**src/rtl/multicycle_ctrl_if.sv**
```systemverilog
// Control/status bundle between the multi-cycle controller and the RV32I datapath.
// master = controller side, slave = datapath/memory side.
interface multicycle_ctrl_if;
    logic [6:0] op;
    logic [2:0] funct3;
    logic       funct7b5;
    logic       zero;
    logic       mem_ready;

    logic       mem_req;
    logic       adr_src;
    logic       ir_write;
    logic       pc_write;
    logic       mem_write;
    logic       reg_write;
    logic [1:0] alu_src_a;
    logic [1:0] alu_src_b;
    logic [1:0] imm_src;
    logic [1:0] result_src;
    logic [2:0] alu_ctrl;
    logic       illegal;

    modport master (
        input  op, funct3, funct7b5, zero, mem_ready,
        output mem_req, adr_src, ir_write, pc_write, mem_write, reg_write,
               alu_src_a, alu_src_b, imm_src, result_src, alu_ctrl, illegal
    );

    modport slave (
        output op, funct3, funct7b5, zero, mem_ready,
        input  mem_req, adr_src, ir_write, pc_write, mem_write, reg_write,
               alu_src_a, alu_src_b, imm_src, result_src, alu_ctrl, illegal
    );
endinterface

```
**src/rtl/multicycle_ctrl.sv**
```systemverilog
// RV32I multi-cycle controller; 3-5 cycles per instruction with no wait states.
// mem_ready low stretches FETCH, MEMREAD or MEMWRITE by one cycle per wait.
module multicycle_ctrl (
    input  logic                 clk,
    input  logic                 rst_n,
    multicycle_ctrl_if.master    io_ctrl
);
    typedef enum logic [3:0] {
        S_FETCH, S_DECODE, S_MEMADR, S_MEMREAD, S_MEMWB, S_MEMWRITE,
        S_EXECR, S_EXECI, S_ALUWB, S_BRANCH, S_JAL
    } state_t;

    localparam logic [6:0] OP_LW  = 7'b0000011;
    localparam logic [6:0] OP_SW  = 7'b0100011;
    localparam logic [6:0] OP_R   = 7'b0110011;
    localparam logic [6:0] OP_I   = 7'b0010011;
    localparam logic [6:0] OP_BR  = 7'b1100011;
    localparam logic [6:0] OP_JAL = 7'b1101111;

    localparam logic [2:0] ALU_ADD = 3'b000;
    localparam logic [2:0] ALU_SUB = 3'b001;
    localparam logic [2:0] ALU_AND = 3'b010;
    localparam logic [2:0] ALU_OR  = 3'b011;
    localparam logic [2:0] ALU_XOR = 3'b100;
    localparam logic [2:0] ALU_SLT = 3'b101;

    state_t     r_state;
    logic       r_illegal;

    logic       w_f3_unsup;
    logic       w_br_ok;
    logic       w_br_take;
    logic [2:0] w_alu_dec;

    logic       w_mem_req, w_adr_src, w_ir_write, w_pc_write, w_mem_write, w_reg_write;
    logic [1:0] w_alu_src_a, w_alu_src_b, w_imm_src, w_result_src;
    logic [2:0] w_alu_ctrl;

    // Shifts and sltu have no ALU encoding here, so they are trapped as illegal.
    assign w_f3_unsup = (io_ctrl.funct3 == 3'b001) || (io_ctrl.funct3 == 3'b011) ||
                        (io_ctrl.funct3 == 3'b101);
    assign w_br_ok    = (io_ctrl.funct3 == 3'b000) || (io_ctrl.funct3 == 3'b001);
    assign w_br_take  = ((io_ctrl.funct3 == 3'b000) &&  io_ctrl.zero) ||
                        ((io_ctrl.funct3 == 3'b001) && !io_ctrl.zero);

    always_comb begin
        w_alu_dec = ALU_ADD;
        case (io_ctrl.funct3)
            3'b000:  w_alu_dec = (r_state == S_EXECR && io_ctrl.funct7b5) ? ALU_SUB : ALU_ADD;
            3'b010:  w_alu_dec = ALU_SLT;
            3'b100:  w_alu_dec = ALU_XOR;
            3'b110:  w_alu_dec = ALU_OR;
            3'b111:  w_alu_dec = ALU_AND;
            default: w_alu_dec = ALU_ADD;
        endcase
    end

    always_ff @(posedge clk or negedge rst_n) begin
        if (!rst_n) begin
            r_state   <= S_FETCH;
            r_illegal <= 1'b0;
        end else begin
            case (r_state)
                S_FETCH:    if (io_ctrl.mem_ready) r_state <= S_DECODE;
                S_DECODE: begin
                    case (io_ctrl.op)
                        OP_LW, OP_SW: r_state <= S_MEMADR;
                        OP_R:         r_state <= S_EXECR;
                        OP_I:         r_state <= S_EXECI;
                        OP_BR:        r_state <= S_BRANCH;
                        OP_JAL:       r_state <= S_JAL;
                        default: begin
                            r_state   <= S_FETCH;
                            r_illegal <= 1'b1;
                        end
                    endcase
                end
                S_MEMADR:   r_state <= (io_ctrl.op == OP_SW) ? S_MEMWRITE : S_MEMREAD;
                S_MEMREAD:  if (io_ctrl.mem_ready) r_state <= S_MEMWB;
                S_MEMWB:    r_state <= S_FETCH;
                S_MEMWRITE: if (io_ctrl.mem_ready) r_state <= S_FETCH;
                S_EXECR, S_EXECI: begin
                    if (w_f3_unsup) begin
                        r_state   <= S_FETCH;
                        r_illegal <= 1'b1;
                    end else begin
                        r_state   <= S_ALUWB;
                    end
                end
                S_ALUWB:    r_state <= S_FETCH;
                S_BRANCH: begin
                    r_state <= S_FETCH;
                    if (!w_br_ok) r_illegal <= 1'b1;
                end
                S_JAL:      r_state <= S_ALUWB;
                default:    r_state <= S_FETCH;
            endcase
        end
    end

    always_comb begin
        w_mem_req    = 1'b0;
        w_adr_src    = 1'b0;
        w_ir_write   = 1'b0;
        w_pc_write   = 1'b0;
        w_mem_write  = 1'b0;
        w_reg_write  = 1'b0;
        w_alu_src_a  = 2'b00;
        w_alu_src_b  = 2'b00;
        w_imm_src    = 2'b00;
        w_result_src = 2'b00;
        w_alu_ctrl   = ALU_ADD;
        case (r_state)
            S_FETCH: begin
                w_mem_req    = 1'b1;
                w_alu_src_b  = 2'b10;
                w_result_src = 2'b10;
                w_ir_write   = io_ctrl.mem_ready;
                w_pc_write   = io_ctrl.mem_ready;
            end
            S_DECODE: begin
                w_alu_src_a = 2'b01;
                w_alu_src_b = 2'b01;
                w_imm_src   = 2'b10;
            end
            S_MEMADR: begin
                w_alu_src_a = 2'b10;
                w_alu_src_b = 2'b01;
                w_imm_src   = (io_ctrl.op == OP_SW) ? 2'b01 : 2'b00;
            end
            S_MEMREAD: begin
                w_mem_req = 1'b1;
                w_adr_src = 1'b1;
            end
            S_MEMWB: begin
                w_result_src = 2'b01;
                w_reg_write  = 1'b1;
            end
            S_MEMWRITE: begin
                w_mem_req   = 1'b1;
                w_adr_src   = 1'b1;
                w_mem_write = 1'b1;
            end
            S_EXECR: begin
                w_alu_src_a = 2'b10;
                w_alu_ctrl  = w_alu_dec;
            end
            S_EXECI: begin
                w_alu_src_a = 2'b10;
                w_alu_src_b = 2'b01;
                w_alu_ctrl  = w_alu_dec;
            end
            S_ALUWB:  w_reg_write = 1'b1;
            S_BRANCH: begin
                w_alu_src_a = 2'b10;
                w_alu_ctrl  = ALU_SUB;
                w_pc_write  = w_br_take;
            end
            S_JAL: begin
                w_alu_src_a = 2'b01;
                w_alu_src_b = 2'b10;
                w_pc_write  = 1'b1;
            end
            default: ;
        endcase
    end

    // Enables are masked by reset so a mid-instruction reset cannot leak a write.
    assign io_ctrl.mem_req    = w_mem_req;
    assign io_ctrl.adr_src    = w_adr_src;
    assign io_ctrl.ir_write   = w_ir_write  & rst_n;
    assign io_ctrl.pc_write   = w_pc_write  & rst_n;
    assign io_ctrl.mem_write  = w_mem_write & rst_n;
    assign io_ctrl.reg_write  = w_reg_write & rst_n;
    assign io_ctrl.alu_src_a  = w_alu_src_a;
    assign io_ctrl.alu_src_b  = w_alu_src_b;
    assign io_ctrl.imm_src    = w_imm_src;
    assign io_ctrl.result_src = w_result_src;
    assign io_ctrl.alu_ctrl   = w_alu_ctrl;
    assign io_ctrl.illegal    = r_illegal;
endmodule

```
**src/flat_wrapper.sv**
```systemverilog
// flat-port wrapper written by rule: the top's interface ports become plain ports
module multicycle_ctrl_flat 
  (clk, rst_n, io_ctrl_op, io_ctrl_funct3, io_ctrl_funct7b5, io_ctrl_zero, io_ctrl_mem_ready, io_ctrl_mem_req, io_ctrl_adr_src, io_ctrl_ir_write, io_ctrl_pc_write, io_ctrl_mem_write, io_ctrl_reg_write, io_ctrl_alu_src_a, io_ctrl_alu_src_b, io_ctrl_imm_src, io_ctrl_result_src, io_ctrl_alu_ctrl, io_ctrl_illegal);
  multicycle_ctrl_if io_ctrl_i ();
  input  logic clk;
  input  logic rst_n;
  input wire logic [$bits(io_ctrl_i.op)-1:0] io_ctrl_op;
  input wire logic [$bits(io_ctrl_i.funct3)-1:0] io_ctrl_funct3;
  input wire logic [$bits(io_ctrl_i.funct7b5)-1:0] io_ctrl_funct7b5;
  input wire logic [$bits(io_ctrl_i.zero)-1:0] io_ctrl_zero;
  input wire logic [$bits(io_ctrl_i.mem_ready)-1:0] io_ctrl_mem_ready;
  output wire logic [$bits(io_ctrl_i.mem_req)-1:0] io_ctrl_mem_req;
  output wire logic [$bits(io_ctrl_i.adr_src)-1:0] io_ctrl_adr_src;
  output wire logic [$bits(io_ctrl_i.ir_write)-1:0] io_ctrl_ir_write;
  output wire logic [$bits(io_ctrl_i.pc_write)-1:0] io_ctrl_pc_write;
  output wire logic [$bits(io_ctrl_i.mem_write)-1:0] io_ctrl_mem_write;
  output wire logic [$bits(io_ctrl_i.reg_write)-1:0] io_ctrl_reg_write;
  output wire logic [$bits(io_ctrl_i.alu_src_a)-1:0] io_ctrl_alu_src_a;
  output wire logic [$bits(io_ctrl_i.alu_src_b)-1:0] io_ctrl_alu_src_b;
  output wire logic [$bits(io_ctrl_i.imm_src)-1:0] io_ctrl_imm_src;
  output wire logic [$bits(io_ctrl_i.result_src)-1:0] io_ctrl_result_src;
  output wire logic [$bits(io_ctrl_i.alu_ctrl)-1:0] io_ctrl_alu_ctrl;
  output wire logic [$bits(io_ctrl_i.illegal)-1:0] io_ctrl_illegal;
  assign io_ctrl_i.op = io_ctrl_op;
  assign io_ctrl_i.funct3 = io_ctrl_funct3;
  assign io_ctrl_i.funct7b5 = io_ctrl_funct7b5;
  assign io_ctrl_i.zero = io_ctrl_zero;
  assign io_ctrl_i.mem_ready = io_ctrl_mem_ready;
  assign io_ctrl_mem_req = io_ctrl_i.mem_req;
  assign io_ctrl_adr_src = io_ctrl_i.adr_src;
  assign io_ctrl_ir_write = io_ctrl_i.ir_write;
  assign io_ctrl_pc_write = io_ctrl_i.pc_write;
  assign io_ctrl_mem_write = io_ctrl_i.mem_write;
  assign io_ctrl_reg_write = io_ctrl_i.reg_write;
  assign io_ctrl_alu_src_a = io_ctrl_i.alu_src_a;
  assign io_ctrl_alu_src_b = io_ctrl_i.alu_src_b;
  assign io_ctrl_imm_src = io_ctrl_i.imm_src;
  assign io_ctrl_result_src = io_ctrl_i.result_src;
  assign io_ctrl_alu_ctrl = io_ctrl_i.alu_ctrl;
  assign io_ctrl_illegal = io_ctrl_i.illegal;
  multicycle_ctrl u_core (.clk(clk), .rst_n(rst_n), .io_ctrl(io_ctrl_i));
endmodule
```
**config.mk**
```make
export PLATFORM = sky130hd
export DESIGN_NAME = multicycle_ctrl_flat
export DESIGN_NICKNAME = d
export VERILOG_FILES = /design/src/rtl/multicycle_ctrl_if.sv /design/src/rtl/multicycle_ctrl.sv /design/src/flat_wrapper.sv
export SDC_FILE = /design/constraint.sdc
export NUM_CORES = 1
export LEC_CHECK = 0
export CORE_ASPECT_RATIO = 0.75
export CORE_UTILIZATION = 29
export DETAILED_ROUTE_END_ITERATION = 12
export GPL_ROUTABILITY_DRIVEN = 0
export PLACE_DENSITY = 0.73
export RECOVER_POWER = 100
export SYNTH_ARGS = -nofsm -noshare
export SYNTH_HDL_FRONTEND = slang
export SYNTH_SLANG_ARGS = --single-unit
```
**constraint.sdc**
```tcl
create_clock -name clk -period 3 [get_ports clk]
set_input_delay 0.45 -clock clk [delete_from_list [all_inputs] [get_ports clk]]
set_output_delay 0.45 -clock clk [all_outputs]
set_load 0.005 [all_outputs]
```
==> run_results.csv, run 1 <==
group,metric,value,unit
global_route,track_usage,17.72,%
critical_path,cp_num_buf_inv,2,
global_route,antenna_found_initial,0,
global_route,grt_use_met3,4.776,%
yosys,yosysMostFrequentCell,"nor2_1",
cts,clockBufferDepth,2,
yosys,synth-edff-count,0,
die,die_area,2547,um^2
cells_and_area,nNetsFinal,142,
global_route,grt_pass1_vias,762,
yosys,synth.avg_cell_area,7.319,um^2
critical_path,crit_required,2.55,ns
yosys,syn-cell-area,680.7,um^2
cts,cts.sinks,5,
cts,cts_setup_buffers,0,
cts,clk_pin_slew_worst_paths,0.05,ns
yosys,synth.distinct_cells,36,
cells_and_area,fillCellCount,218,
critical_path,cp_max_fo,6,
cts,htreeDepth,1,
die,fp-row-count,14,
yosys,postSynthNetCount,108,
die,ioPinCount,33,
route,routed_wl,2044,um
route,first_pass_iters,10,
route,avgRoutedWirePerCell,13.63,um
yosys,synth-async-reset-ratio,100.0,%
power,power,0.2893,mW
global_route,grt_max_degree,22,
die,die_width,57.94,um
cells_and_area,num_antenna_cells,0,
cells_and_area,area_growth_syn_to_layout,53.31,%
critical_path,crit_family,"buffers and inverters",
cts,clockRootBuffer,"clkbuf_4",
yosys,yosysTopAreaCell,"dfrtp_1",
critical_path,crit_arrival,2.41,ns
global_route,grt_overflow,0,
timing,slew_headroom,74.91,%
status,violations,"DRC",
global_route,grt_util_met1,23.88,%
global_route,grt_pass1_wl,3463,um
timing,hold_viol,0,
placement,hpwlAfterDp,1586,um
cts,ctsHoldBuffers,0,
job,drv_cap,0,
critical_path,crit_chain,"dlygate4sd3_1, nor3b_1, a21oi_1, o32ai_1, and4b_1, clkdlybuf4s50_1",
yosys,synth_common_cells,"10 x nor2_1, 9 x nand2_1, 7 x a21oi_1, 7 x nor3_1, 6 x buf_2",
route,drt_iter0_drc,26,
hold_path,min_path_type,"flop to flop",
timing,fin_worst_skew,0.005258,ns
global_route,gr-usage-met2,27.59,%
timing,finalCritPeriodShare,95.24,%
cts,numCtsBuffers,3,
critical_path,endpoint_kind,"output pin",
die,die_h,43.96,um
cts,insertion_delay,0.25,ns
critical_path,cp_slowest_cell,"dlygate4sd3_1",
yosys,syn_inst,93,
yosys,synth_top_flop_cell,"dfrtp_1",
yosys,synth-seq-cells,5,
placement,port_buffers,32,
yosys,yosys_warnings,0,
timing,finalSetupViolCount,0,
die,start_util,32.38,%
timing,rsz0062_at_grt,"no",
route,drc_errors,2,
cells_and_area,final_layout_size_suffix_gt1_share,9.524,%
critical_path,critPathLaunchType,"primary input",
cts,tritoncts,"yes",
timing,max_freq,0.3500,GHz
cts,cts_resized,0,
power,vdd_drop_max,0.07897,mV
route,vias,829,
power,p_per_area,277.3,nW/um^2
yosys,synth_area_leaders,"dfrtp_1 18%, xnor2_1 6.4%, nor2_1 5.5%, a21oi_1 5.1%, nor3_1 5.1%",
route,ant_nets,0,
route,vias_per_cell,5.527,
timing,worstMarginPinSlew,0.3751,ns
critical_path,cpPeakStageDelay,0.65,ns
yosys,ys_seq_area_share,18.38,%
die,coreArea,2102,um^2
timing,period_needed,2.857,ns
global_route,top_usage_layer,"met2",
timing,finalSetupTns,0,ns
yosys,synth_top_area_share,18.38,%
critical_path,critPathKind,"primary input to output pin",
power,p_leak,0.4171,nW
status,status,"complete, but fails checks",
timing,whs,0.4860,ns
timing,drv_slew,0,
per-stage QoR:
stage          setup WS [ns]  std cells  util [%]  cell area [um^2]
2_1_floorplan          1.189         93         -             680.7
3_3_place_gp          0.3128        146     48.69              1023
3_5_place_dp          0.2434        146     48.69              1023
4_1_cts               0.2321        150     50.00              1051
5_1_grt              0.08188        150     49.64              1044
6_report              0.1428        150     49.64              1044
logic make-up (layout without fill, tap and decap cells):
logic type             Yosys count  in the layout  synth area share, %
AO/OA/AOI/OAI                   19             19                18.38
flip-flops                       5              5                18.38
multiplexers                     1              1                1.471
buffers and inverters            9             42                6.617
AND/OR/NAND/NOR                 51             51                44.86
XOR/XNOR                         8              8                10.29
registers in the layout (all words and copies together), names as in the netlist:
signal and count:
u_core.io_ctrl.illegal 1, u_core.r_state 4
cell type report:
cell class	count	area [um^2]	area share (%)
Multi-Input combinational cell	79	505.5	48.44
Timing Repair Buffer	36	347.8	33.33
Clock buffer	3	22.52	2.158
Clock inverter	1	5.005	0.4796
Inverter	2	7.507	0.7194
Sequential cell	5	125.1	11.99
Tap cell	24	30.03	2.878
placed cells by master, fill, tap and decap left out, drive strengths merged, types with 2 or more instances in the layout:
master,n
nand4bb,2
dfrtp,5
and3,2
a21oi,7
nor3b,2
or2,2
xor2,3
nor4b,2
dlygate4sd3,15
inv,2
nor2,10
o21ai,3
clkbuf,4
xnor2,5
nor3,8
clkdlybuf4s50,17
buf,3
o31ai,2
nand2,9
nand3b,3
nand2b,5
o32ai,2
final timing paths:
path                                                     from                                  to  slack, ns  cells past startpoint
setup / recovery                            io_ctrl_mem_ready                    io_ctrl_pc_write       0.14                      6
hold / removal             u_core.io_ctrl.illegal$_DFFE_PN0P_  u_core.io_ctrl.illegal$_DFFE_PN0P_       0.49                      1
setup reg to reg                u_core.r_state[1]$_DFFE_PN0P_  u_core.io_ctrl.illegal$_DFFE_PN0P_       1.12                      5
hold reg to reg            u_core.io_ctrl.illegal$_DFFE_PN0P_  u_core.io_ctrl.illegal$_DFFE_PN0P_       0.49                      1
max in group asynchronous                               rst_n       u_core.r_state[0]$_DFFE_PN0P_       2.17                      1
min in group asynchronous                               rst_n       u_core.r_state[2]$_DFFE_PN0P_       0.55                      1
power by group:
part	leakage [nW]	switching [mW]	internal, mW
clock network	0.0177	0.0305	0.0484
logic	0.336	0.0614	0.0763
registers	0.0629	0.00208	0.0706
total	0.417	0.0940	0.195
per-layer routing:
layer | vias up | part of all wire (%)
met1 | 389 | 48
met4 | 0 | 0
met3 | 0 | 5.5
li1 | 408 | -
met5 | - | 0
met2 | 32 | 47
No activity file was read; power rests on OpenSTA's default activity.
==> run 2: changes to the inputs <==
Settings changed: CORE_ASPECT_RATIO 0.75 to unset.
==> run 2 against run 1 <==
The run now ends clean. First-iteration DRC count shrank 31%. Non-clock buffer count did not move. Critical path type unchanged. Worst hold slack got worse by 0.013 ns.
==> run_results.csv, run 2 (same netlist as run 1, synthesis figures left out) <==
group,metric,value,unit
critical_path,crit_arrival,2.36,ns
timing,worstMarginPinSlew,0.3849,ns
timing,finalCritPeriodShare,93.57,%
critical_path,worstReg2RegStart,"u_core.r_state[3]$_DFFE_PN0P_",
critical_path,cp_slowest_cell,"dlygate4sd3_1",
timing,period_needed,2.807,ns
critical_path,critPathLaunchType,"primary input",
global_route,grt_max_degree,22,
cts,numCtsBuffers,3,
critical_path,critPathKind,"primary input to output pin",
power,p_per_area,267.2,nW/um^2
hold_path,hp-start,"u_core.io_ctrl.illegal$_DFFE_PN0P_",
hold_path,min_path_type,"flop to flop",
cells_and_area,area_growth_syn_to_layout,54.23,%
cells_and_area,final_cells,154,
critical_path,r2r-end,"u_core.r_state[3]$_DFFE_PN0P_",
hold_path,hold_end,"u_core.io_ctrl.illegal$_DFFE_PN0P_",
global_route,grt_pass1_wl,3105,um
critical_path,cpPeakStageDelay,0.59,ns
timing,whs,0.4730,ns
cts,tritoncts,"yes",
critical_path,crit_chain,"dlygate4sd3_1, nand4bb_1, nor3_1, nand3_1, inv_1, clkdlybuf4s50_1",
timing,hold_viol,0,
critical_path,crit_required,2.55,ns
global_route,track_usage,15.28,%
timing,fin_worst_skew,0.003552,ns
placement,port_buffers,32,
placement,post-place-cells,150,
cells_and_area,largest_reg_flops,4,
die,die_width,50.45,um
die,ioPinCount,33,
critical_path,worst_r2r_path_depth,5,
timing,rsz0062_at_grt,"no",
die,start_util,30.77,%
route,vias_per_cell,5.136,
route,first_pass_iters,4,
route,drt_iter0_drc,18,
placement,hpwlAfterDp,1488,um
status,status,"finished clean",
timing,slew_headroom,74.15,%
cells_and_area,final_cell_mix,"17 x clkdlybuf4s50_1, 15 x dlygate4sd3_1, 10 x nor2_1",
cts,insertion_delay,0.23,ns
critical_path,endpoint_kind,"output pin",
job,drv_cap,0,
cts,cts.sinks,5,
route,vias,791,
timing,drv_slew,0,
cts,clockBufferDepth,2,
timing,finalSetupViolCount,0,
cts,cts_resized,0,
die,fp-row-count,17,
power,vdd_drop_max,0.1874,mV
route,ant_nets,0,
cells_and_area,final_layout_size_suffix_gt1_share,8.730,%
global_route,grt_pass1_vias,747,
die,coreArea,2212,um^2
cells_and_area,nNetsFinal,142,
die,die_h,50.45,um
critical_path,cp_max_fo,5,
cells_and_area,layout_commonest_cell,"clkdlybuf4s50_1",
route,routed_wl,1843,um
cts,cts_setup_buffers,0,
route,avgRoutedWirePerCell,11.97,um
critical_path,r2r_setup_slack,1.30,ns
cts,ctsHoldBuffers,0,
cells_and_area,top_register,"u_core.r_state",
power,p_leak,0.4086,nW
global_route,antenna_found_initial,0,
timing,finalSetupTns,0,ns
timing,max_freq,0.3562,GHz
cts,htreeDepth,1,
cts,clockRootBuffer,"clkbuf_4",
die,die_area,2545,um^2
hold_path,whs_path_depth,1,
cells_and_area,num_antenna_cells,0,
global_route,grt_overflow,0,
cts,clk_pin_slew_worst_paths,0.04,ns
route,drc_errors,0,
## run 2: power by group
group,internal [mW],switching [mW],leakage [nW]
sequential,0.0708,0.00152,0.0629
clock,0.0500,0.0234,0.0150
combinational,0.0760,0.0587,0.331
total,0.197,0.0837,0.409
## run 2: how the worst max path moves through the flow
stage / from / to
global route: io_ctrl_mem_ready / io_ctrl_pc_write
detailed placement: io_ctrl_op[3] / io_ctrl_imm_src[0]
finish: io_ctrl_op[3] / io_ctrl_imm_src[0]
CTS: io_ctrl_op[3] / io_ctrl_imm_src[0]
floorplan: u_core.r_state[1]$_DFFE_PN0P_ / io_ctrl_pc_write
global placement: io_ctrl_op[3] / io_ctrl_imm_src[0]
## run 2: critical path, delay by kind of cell
| kind | cells | cell delay, ns |
|---|---|---|
| buffers and inverters | 3 | 1.16 |
| AND/OR/NAND/NOR | 3 | 0.74 |
## run 2: layout make-up
class                           count  area [um^2]
Inverter                            2        7.507
Multi-Input combinational cell     79        505.5
Sequential cell                     5        125.1
Tap cell                           28        35.03
Timing Repair Buffer               36        350.3
Fill cell                         225         1162
Clock buffer                        4        26.28
## run 2: metrics by stage
stage | power (mW) | cell area, um^2 | utilization (%) | setup WS [ns]
final | 0.2805 | 1050 | 47.45 | 0.1929
after detailed placement | 0.2157 | 1028 | 46.49 | 0.3129
after floorplan | 0.1426 | 680.7 | - | 1.189
after CTS | 0.2919 | 1055 | 47.68 | 0.2976
after global routing | 0.3043 | 1050 | 47.45 | 0.08295
after global placement | 0.2135 | 1028 | 46.49 | 0.3263
## run 2: metal layers
layer	GRT usage, %	vias up	part of all wire, %
met4	5.093	0	1.6
met1	19.60	366	45
met3	2.121	4	2.4
li1	-	403	-
met5	0	-	0
met2	26.00	18	51
